[src/rtl/phase_sequencer_pkg.sv]
// phase_pkg: shared FSM encoding, mode constants and one-hot helper for the phase sequencer.
package phase_pkg;
  typedef enum logic {RUN, HALTED} fsm_e;
  localparam logic MODE_FREE = 1'b0;
  localparam logic MODE_STEP = 1'b1;
  localparam int MAX_PHASES = 16;
  function automatic logic [MAX_PHASES-1:0] onehot(input int idx, input int n);
    return (idx < n) ? MAX_PHASES'(1) << idx : '0;
  endfunction
endpackage

[src/rtl/phase_sequencer_edge_detect.sv]
// edge_detect: rising-edge detector with asynchronous active-low reset.
module edge_detect (
  input  logic clk_i,
  input  logic rst_ni,
  input  logic d_i,
  output logic rise_o
);
  logic d_q;
  always_ff @(posedge clk_i or negedge rst_ni)
    if (!rst_ni) d_q <= 1'b0;
    else d_q <= d_i;
  assign rise_o = d_i & ~d_q;
endmodule

[src/rtl/phase_sequencer.sv]
// phase_sequencer: rotating one-hot phase enables with stall, boundary halt, single-step and instruction counter.
module phase_sequencer
  import phase_pkg::*;
#(
  parameter int NUM_PHASES   = 3,
  parameter int STATE_W      = $clog2(NUM_PHASES),
  parameter int CNT_W        = 16,
  parameter bit START_HALTED = 1'b0
) (
  input  logic                  i_CLOCK,
  input  logic                  i_RESETn,
  input  logic                  i_MODE,
  input  logic                  i_STEP,
  input  logic                  i_HALT_REQ,
  input  logic                  i_STALL,
  output logic [NUM_PHASES-1:0] o_PHASE,
  output logic [STATE_W-1:0]    o_STATE,
  output logic                  o_LAST,
  output logic                  o_HALTED,
  output logic [CNT_W-1:0]      o_ICOUNT
);
  if (NUM_PHASES < 2 || NUM_PHASES > MAX_PHASES) begin : g_bad_phases
    $error("phase_sequencer: NUM_PHASES must be in 2..16");
  end
  fsm_e fsm_q, fsm_d;
  logic [STATE_W-1:0] idx_q, idx_d;
  logic [CNT_W-1:0] icount_q, icount_d;
  logic run, last_idx, boundary, step_rise;
  edge_detect u_step_edge (
    .clk_i  (i_CLOCK),
    .rst_ni (i_RESETn),
    .d_i    (i_STEP),
    .rise_o (step_rise)
  );
  // Mode and halt request only matter at the boundary or while halted, so an instruction always completes.
  always_comb begin
    run      = fsm_q == RUN;
    last_idx = idx_q == STATE_W'(NUM_PHASES - 1);
    boundary = run & ~i_STALL & last_idx;
    idx_d    = (run & ~i_STALL) ? (last_idx ? '0 : idx_q + STATE_W'(1)) : idx_q;
    icount_d = icount_q + CNT_W'(boundary);
    fsm_d    = run ? ((boundary && (i_HALT_REQ || i_MODE == MODE_STEP)) ? HALTED : RUN)
                   : ((!i_HALT_REQ && (i_MODE == MODE_FREE || step_rise)) ? RUN : HALTED);
  end
  always_ff @(posedge i_CLOCK or negedge i_RESETn)
    if (!i_RESETn) begin
      fsm_q    <= START_HALTED ? HALTED : RUN;
      idx_q    <= '0;
      icount_q <= '0;
    end else begin
      fsm_q    <= fsm_d;
      idx_q    <= idx_d;
      icount_q <= icount_d;
    end
  assign o_PHASE  = run ? NUM_PHASES'(onehot(int'(idx_q), NUM_PHASES)) : '0;
  assign o_STATE  = run ? idx_q : '0;
  assign o_HALTED = ~run;
  assign o_LAST   = boundary;
  assign o_ICOUNT = icount_q;
endmodule

[config.mk]
export PLATFORM = sky130hd
export DESIGN_NAME = phase_sequencer
export DESIGN_NICKNAME = d
export VERILOG_FILES = /design/src/rtl/phase_sequencer_pkg.sv /design/src/rtl/phase_sequencer_edge_detect.sv /design/src/rtl/phase_sequencer.sv
export SDC_FILE = /design/constraint.sdc
export NUM_CORES = 1
export LEC_CHECK = 0
export ABC_AREA = 1
export CAP_MARGIN = 10
export CORE_MARGIN = 2
export CORE_UTILIZATION = 48
export CTS_BUF_LIST = sky130_fd_sc_hd__clkbuf_2
export CTS_CLUSTER_SIZE = 8
export DETAILED_ROUTE_END_ITERATION = 7
export GPL_ROUTABILITY_DRIVEN = 0
export PLACE_DENSITY = 0.84
export SYNTH_ARGS = -nofsm -noshare
export SYNTH_HDL_FRONTEND = slang
export SYNTH_SLANG_ARGS = --single-unit
[constraint.sdc]
create_clock -name i_CLOCK -period 1.9 [get_ports i_CLOCK]
set_input_delay 0.38 -clock i_CLOCK [delete_from_list [all_inputs] [get_ports i_CLOCK]]
set_output_delay 0.38 -clock i_CLOCK [all_outputs]
set_load 0.02 [all_outputs]
# --- Yosys cells after proc, flatten, opt, wreduce, memory -nomap -nowiden ---
# Index checks and enable logic that the tools add are counted.
totals:
  regBits: 20
  inputBits: 6
  output_inout_bits: 23
  elab_cells: 28
classes:
  n_mux: 7
  shift: 1
  order_cmp: 1
  n_bitwise: 7
  n_eq_ne: 1
  n_reduce_logical: 5
  addsub: 2
ops:
  columns: ["cell", "n"]
  rows:
  - ["16-bit by 1-bit adder with 16-bit output", 1]
  - ["3-bit two-way mux", 2]
  - ["2-bit two-way mux", 2]
  - ["1-bit inverter", 4]
  - ["1-bit AND", 3]
  - ["1-bit two-way mux", 3]
  - ["1-bit by 2-bit left shift with 3-bit output (first input constant)", 1]
  - ["2-bit by 1-bit adder with 2-bit output (second input constant)", 1]
  - ["2-bit equality test (second input constant)", 1]
  - ["1-bit logical AND", 2]
  - ["1-bit logical OR", 2]
  - ["2-bit less-than comparator (second input constant)", 1]
  - ["1-bit logical NOT", 1]

# --- Longest topological paths before layout ---
logic_depth:
  ltp_word: 6
  mapped_depth: 11

# --- Hierarchy ---
# Synthesis repeated with hierarchy kept, for this count alone.
unflattened:
  cells_unflattened: 116
  hier_area_um2: 1012.2
by_module_without_submodules:
  columns: ["mod", "cells_per_inst", "area_each_um2", "instances"]
  rows:
  - ["phase_sequencer", 113, 977.2, 1]
  - ["edge_detect", 3, 35.0, 1]

# --- Worst setup path after synthesis ---
# OpenSTA, ideal clock, no wires.
synth_timing:
  path_kind: "register to register"
  startpoint: "register fsm_q (netlist: o_HALTED)"
  endpoint: "register icount_q[14] (netlist: o_ICOUNT[14])"
  t_arrival_ps: 1844
  stages_incl_launch_ff: 11
  n_path_buf: 0
  slack_ps: -61
  cell_sequence: "dfrtp_1 nor2_2 nand3_1 inv_1 ha_1 ha_1 nand3_2 nor2_2 nand3_1 nand2_1 nand2_1"
synth_between:
  elab_chain_cells: 4
synth_lines:
  columns: ["item", "line", "source"]
  rows:
  - ["start: declaration", "phase_sequencer.sv:25", "fsm_e fsm_q, fsm_d;"]
  - ["start signal: assignment", "phase_sequencer.sv:47", "fsm_q <= START_HALTED ? HALTED : RUN;"]
  - ["start signal: assignment", "phase_sequencer.sv:51", "fsm_q <= fsm_d;"]
  - ["1-bit inverter", "phase_sequencer.sv:37", "run = fsm_q == RUN;"]
  - ["1-bit AND (2 in a row)", "phase_sequencer.sv:39", "boundary = run & ~i_STALL & last_idx;"]
  - ["net o_LAST", "phase_sequencer.sv:18", "output logic o_LAST,"]
  - ["16-bit by 1-bit adder with 16-bit output", "phase_sequencer.sv:41", "icount_d = icount_q + CNT_W'(boundary);"]
  - ["net icount_d[14]", "phase_sequencer.sv:27", "logic [CNT_W-1:0] icount_q, icount_d;"]
  - ["end signal: assignment", "phase_sequencer.sv:53", "icount_q <= icount_d;"]
  - ["end: declaration", "phase_sequencer.sv:27", null]
# The timed path passes the listed nets, and every way through them passes these cells.
# A chain may end at the register's enable or synchronous reset.

# --- Worst setup path after layout ---
layout_timing:
  startpoint: "register icount_q[5] (netlist: o_ICOUNT[5])"
  endpoint: "output o_ICOUNT[5]"
layout_lines:
  columns: ["item", "line", "source"]
  rows:
  - ["end: declaration", "phase_sequencer.sv:20", "output logic [CNT_W-1:0] o_ICOUNT"]
# No word-level cell between the ends.

==> key figures <==
Min path
  – Worst hold path type: in2async

STA
  – Worst-case clock skew: ~4.9 ps
  – Final Hold Viols: 0
  – RSZ-0062 raised after global routing: no
  – Slew HR: 83.2%
  – Post-route minimum period: approximately 1800 ps
  – Worst-margin pin slew: ~250 ps
  – Tcrit/Tclk final: 96.0%
  – Final setup viols: 0
  – Slew Viols, Final: 0
  – Setup WS post-layout: roughly 76 ps
  – Maximum clock frequency: 0.548 GHz
  – Setup TNS Final: 0 ps
  – WHS: around 380 ps

Logic synthesis
  – Area share of fa/ha/maj cells after synthesis: under 10%
  – Post-synthesis sequential area ratio: 49.4%
  – XOR/XNOR Fraction of Synth Area: a little under 7%
  – Complex-gate fraction of the synthesized area: under 10%
  – #FFs+latches synth: 20
  – Primary FF master, synth: dfrtp_1
  – Post-synth EDFFs: 0
  – Multiplexer share of the synthesized area: 0%
  – Mapped cell area: just over 1000 µm²
  – Yosys warns: 0
  – Synth Instances: 115
  – Post-synth net total: about 120
  – Netlist cell types: 20
  – Ys async rst share: 100%
  – Syn Area/Cell: between 8 and 9 µm²
  – Simple-gate share of the synthesized area: between 30% and 40%
  – Main combinational cell family by area after synthesis: simple AND/OR/NAND/NOR gates

Setup path
  – WP buf/inv: 1
  – Crit. End Element: output pin
  – Setup crit start kind: flip-flop
  – CP Class: reg2out
  – CP delay by family, top: buffers and inverters
  – Crit path max-delay cell type: clkdlybuf4s50_1
  – CP Max Fanout: 4
  – Origin of the critical flop-to-flop path: o_HALTED
  – CP cell instances: clkdlybuf4s50_1
  – Launch point of the worst path: o_ICOUNT[5]
  – Worst R2R Setup Slack: roughly 160 ps
  – Critical Path AT: between 1000 and 1500 ps
  – Max stage delay on crit path: around 640 ps
  – Worst Path Required: between 1500 and 2000 ps

Pwr
  – Combinational Power Share: roughly two fifths
  – Power share of the clock group: between 10% and 20%
  – Final Power: approximately 1.2 mW
  – Sequential share of power: a little under half
  – Int Power: 752 µW
  – Leakage: around 0.65 nW
  – Maximum vdd drop: roughly 0.75 mV
  – Sw Ratio: approximately two fifths
  – Sw Pwr: roughly 490 µW
  – Power density over cell area: 890 nW/µm²

Drt
  – WL per Instance: ~12 µm
  – First-pass detailed-route iteration total: 4
  – # DRC: 0
  – Vias: roughly 870
  – WL final: approximately 2100 µm
  – Via/cell ratio: just under 5
  – Antenna Nets Post-Route: 0
  – DRT iter0 DRCs: 12

Clock tree
  – Clk_lat worst skew: approximately 310 ps
  – Clock Tree Root: clkbuf_2
  – CTS buffer count: 3
  – Buffer depth of the longest clock path: 2
  – Num Clock Sinks: 20
  – TritonCTS clock tree: built
  – Clock transition at the registers of the reported paths: 170 ps
  – H-tree levels: 1

Global route
  – Global-route wire length before repair: approximately 3600 µm
  – Vias in the first global route: between 800 and 900
  – Largest net degree at the start of global routing: 21
  – Gr usage total: between 10% and 20%
  – Initial antenna violation count: 0
  – GR Overflow Total: 0

Die
  – I/O Pins: 29
  – Die area: between 2000 and 2500 µm²
  – Num rows: 16
  – Core footprint: 1980 µm²
  – Initial Util: 51.1%
  – Die X: about 50 µm
  – DIE HEIGHT: approximately 50 µm

Placement
  – HPWL after DPL: about 1600 µm
  – Worst slack, placed: -211 ps
  – Port-buffer cells: 28

Final layout
  – Area delta synth->final: 37.9%
  – Antenna Cells: 0
  – Post-layout util: between 70% and 80%
  – Share of cells above drive strength 1: a little over a fifth
  – Leading cell type in the layout, fill and taps excluded: nand2_1
  – Commonest cells after routing, fill and taps aside: nand2_1, clkdlybuf4s50_1, dfrtp_1
  – Nets: ~160
  – Register Area: roughly 500 µm²
  – Area used by multi-input combinational logic: roughly 490 µm²
  – Filler instances: around 150

Run
  – Max Cap Viol: 0

Outcome
  – Status: finished, final reports clean
path summary, 6_finish.rpt:
kind	end	cells past startpoint
hold / removal	o_ICOUNT[6]	2
max in group asynchronous	o_HALTED	2
setup reg to reg	o_ICOUNT[10]	10
setup / recovery	o_ICOUNT[5]	1
hold reg to reg	o_ICOUNT[8]	1
min in group i_CLOCK	u_step_edge.d_q	1
metrics by stage:
stage	cell area, µm²	cells
after floorplan	1010	115
after global placement	1360	174
after detailed placement	1360	174
after CTS	1370	177
after global routing	1400	177
final	1400	177
power by group through the flow:
| stage | sequential [mW] | combinational [mW] | clock, mW |
|---|---|---|---|
| 2_1_floorplan | 0.623 | 0.203 | 0 |
| 3_3_place_gp | 0.579 | 0.513 | 0 |
| 3_5_place_dp | 0.582 | 0.524 | 0 |
| 4_1_cts | 0.579 | 0.483 | 0.169 |
| 5_1_grt | 0.606 | 0.531 | 0.190 |
| 6_report | 0.595 | 0.485 | 0.165 |
synthesized netlist by cell type (2+ instances only):
cell type	number	share of area (%)
nor2_2	6	3.7
nor2_4	2	2.2
inv_1	13	4.8
xor2_1	5	4.3
ha_1	3	3.7
dfrtp_1	20	49
xnor2_1	3	2.6
nor3_1	3	1.5
nand2_1	24	8.9
nor2_1	10	3.7
nand2_2	6	3.7
o21ai_0	3	1.5
nand4_1	3	1.9
nand3_1	7	3.5
o21ai_1	2	0.99
logic make-up (layout without fill, tap and decap cells):
family,count (synthesis),after routing
fa+ha+maj,3,3
compound gates,6,6
simple gates,64,64
buf+inv,14,49
xor+xnor,8,8
flops,20,20
state kept, by name, indices dropped and copies added, names as in the netlist:
signal	flops
o_ICOUNT	16
idx_q	2
o_HALTED	1
u_step_edge.d_q	1
metal layers:
layer / wire, µm / global-route usage (%)
met4: 29 / 10.2
met5: 0 / 0
met1: 856 / 21.4
met2: 1090 / 34.9
met3: 112 / 3.94
repair_timing:
action                     4_1_cts  5_1_grt
buffers inserted                 0        0
resized for setup                7       11
pin swaps                        0        0
setup endpoints to repair        6        9
hold buffers                     0        0
area by class of cell:
type                    count  area share [%]
clock buffers               3            1.07
inverters                  14            3.76
multi-input cells          81            35.1
flip-flops and latches     20            36.3
well taps                  27            2.42
repair buffers             32            21.4
worst reg2reg max path, cell delays in order, from the launching register on:
cell and delay [ps]:
dfrtp_2 500, nor2_4 130, nand3_1 110, inv_2 90, ha_1 200, ha_4 160, nand3_4 120, inv_2 90
nand2_2 70, o21ai_1 120, nand2_1 60
Power figures use the tool's default switching activity.
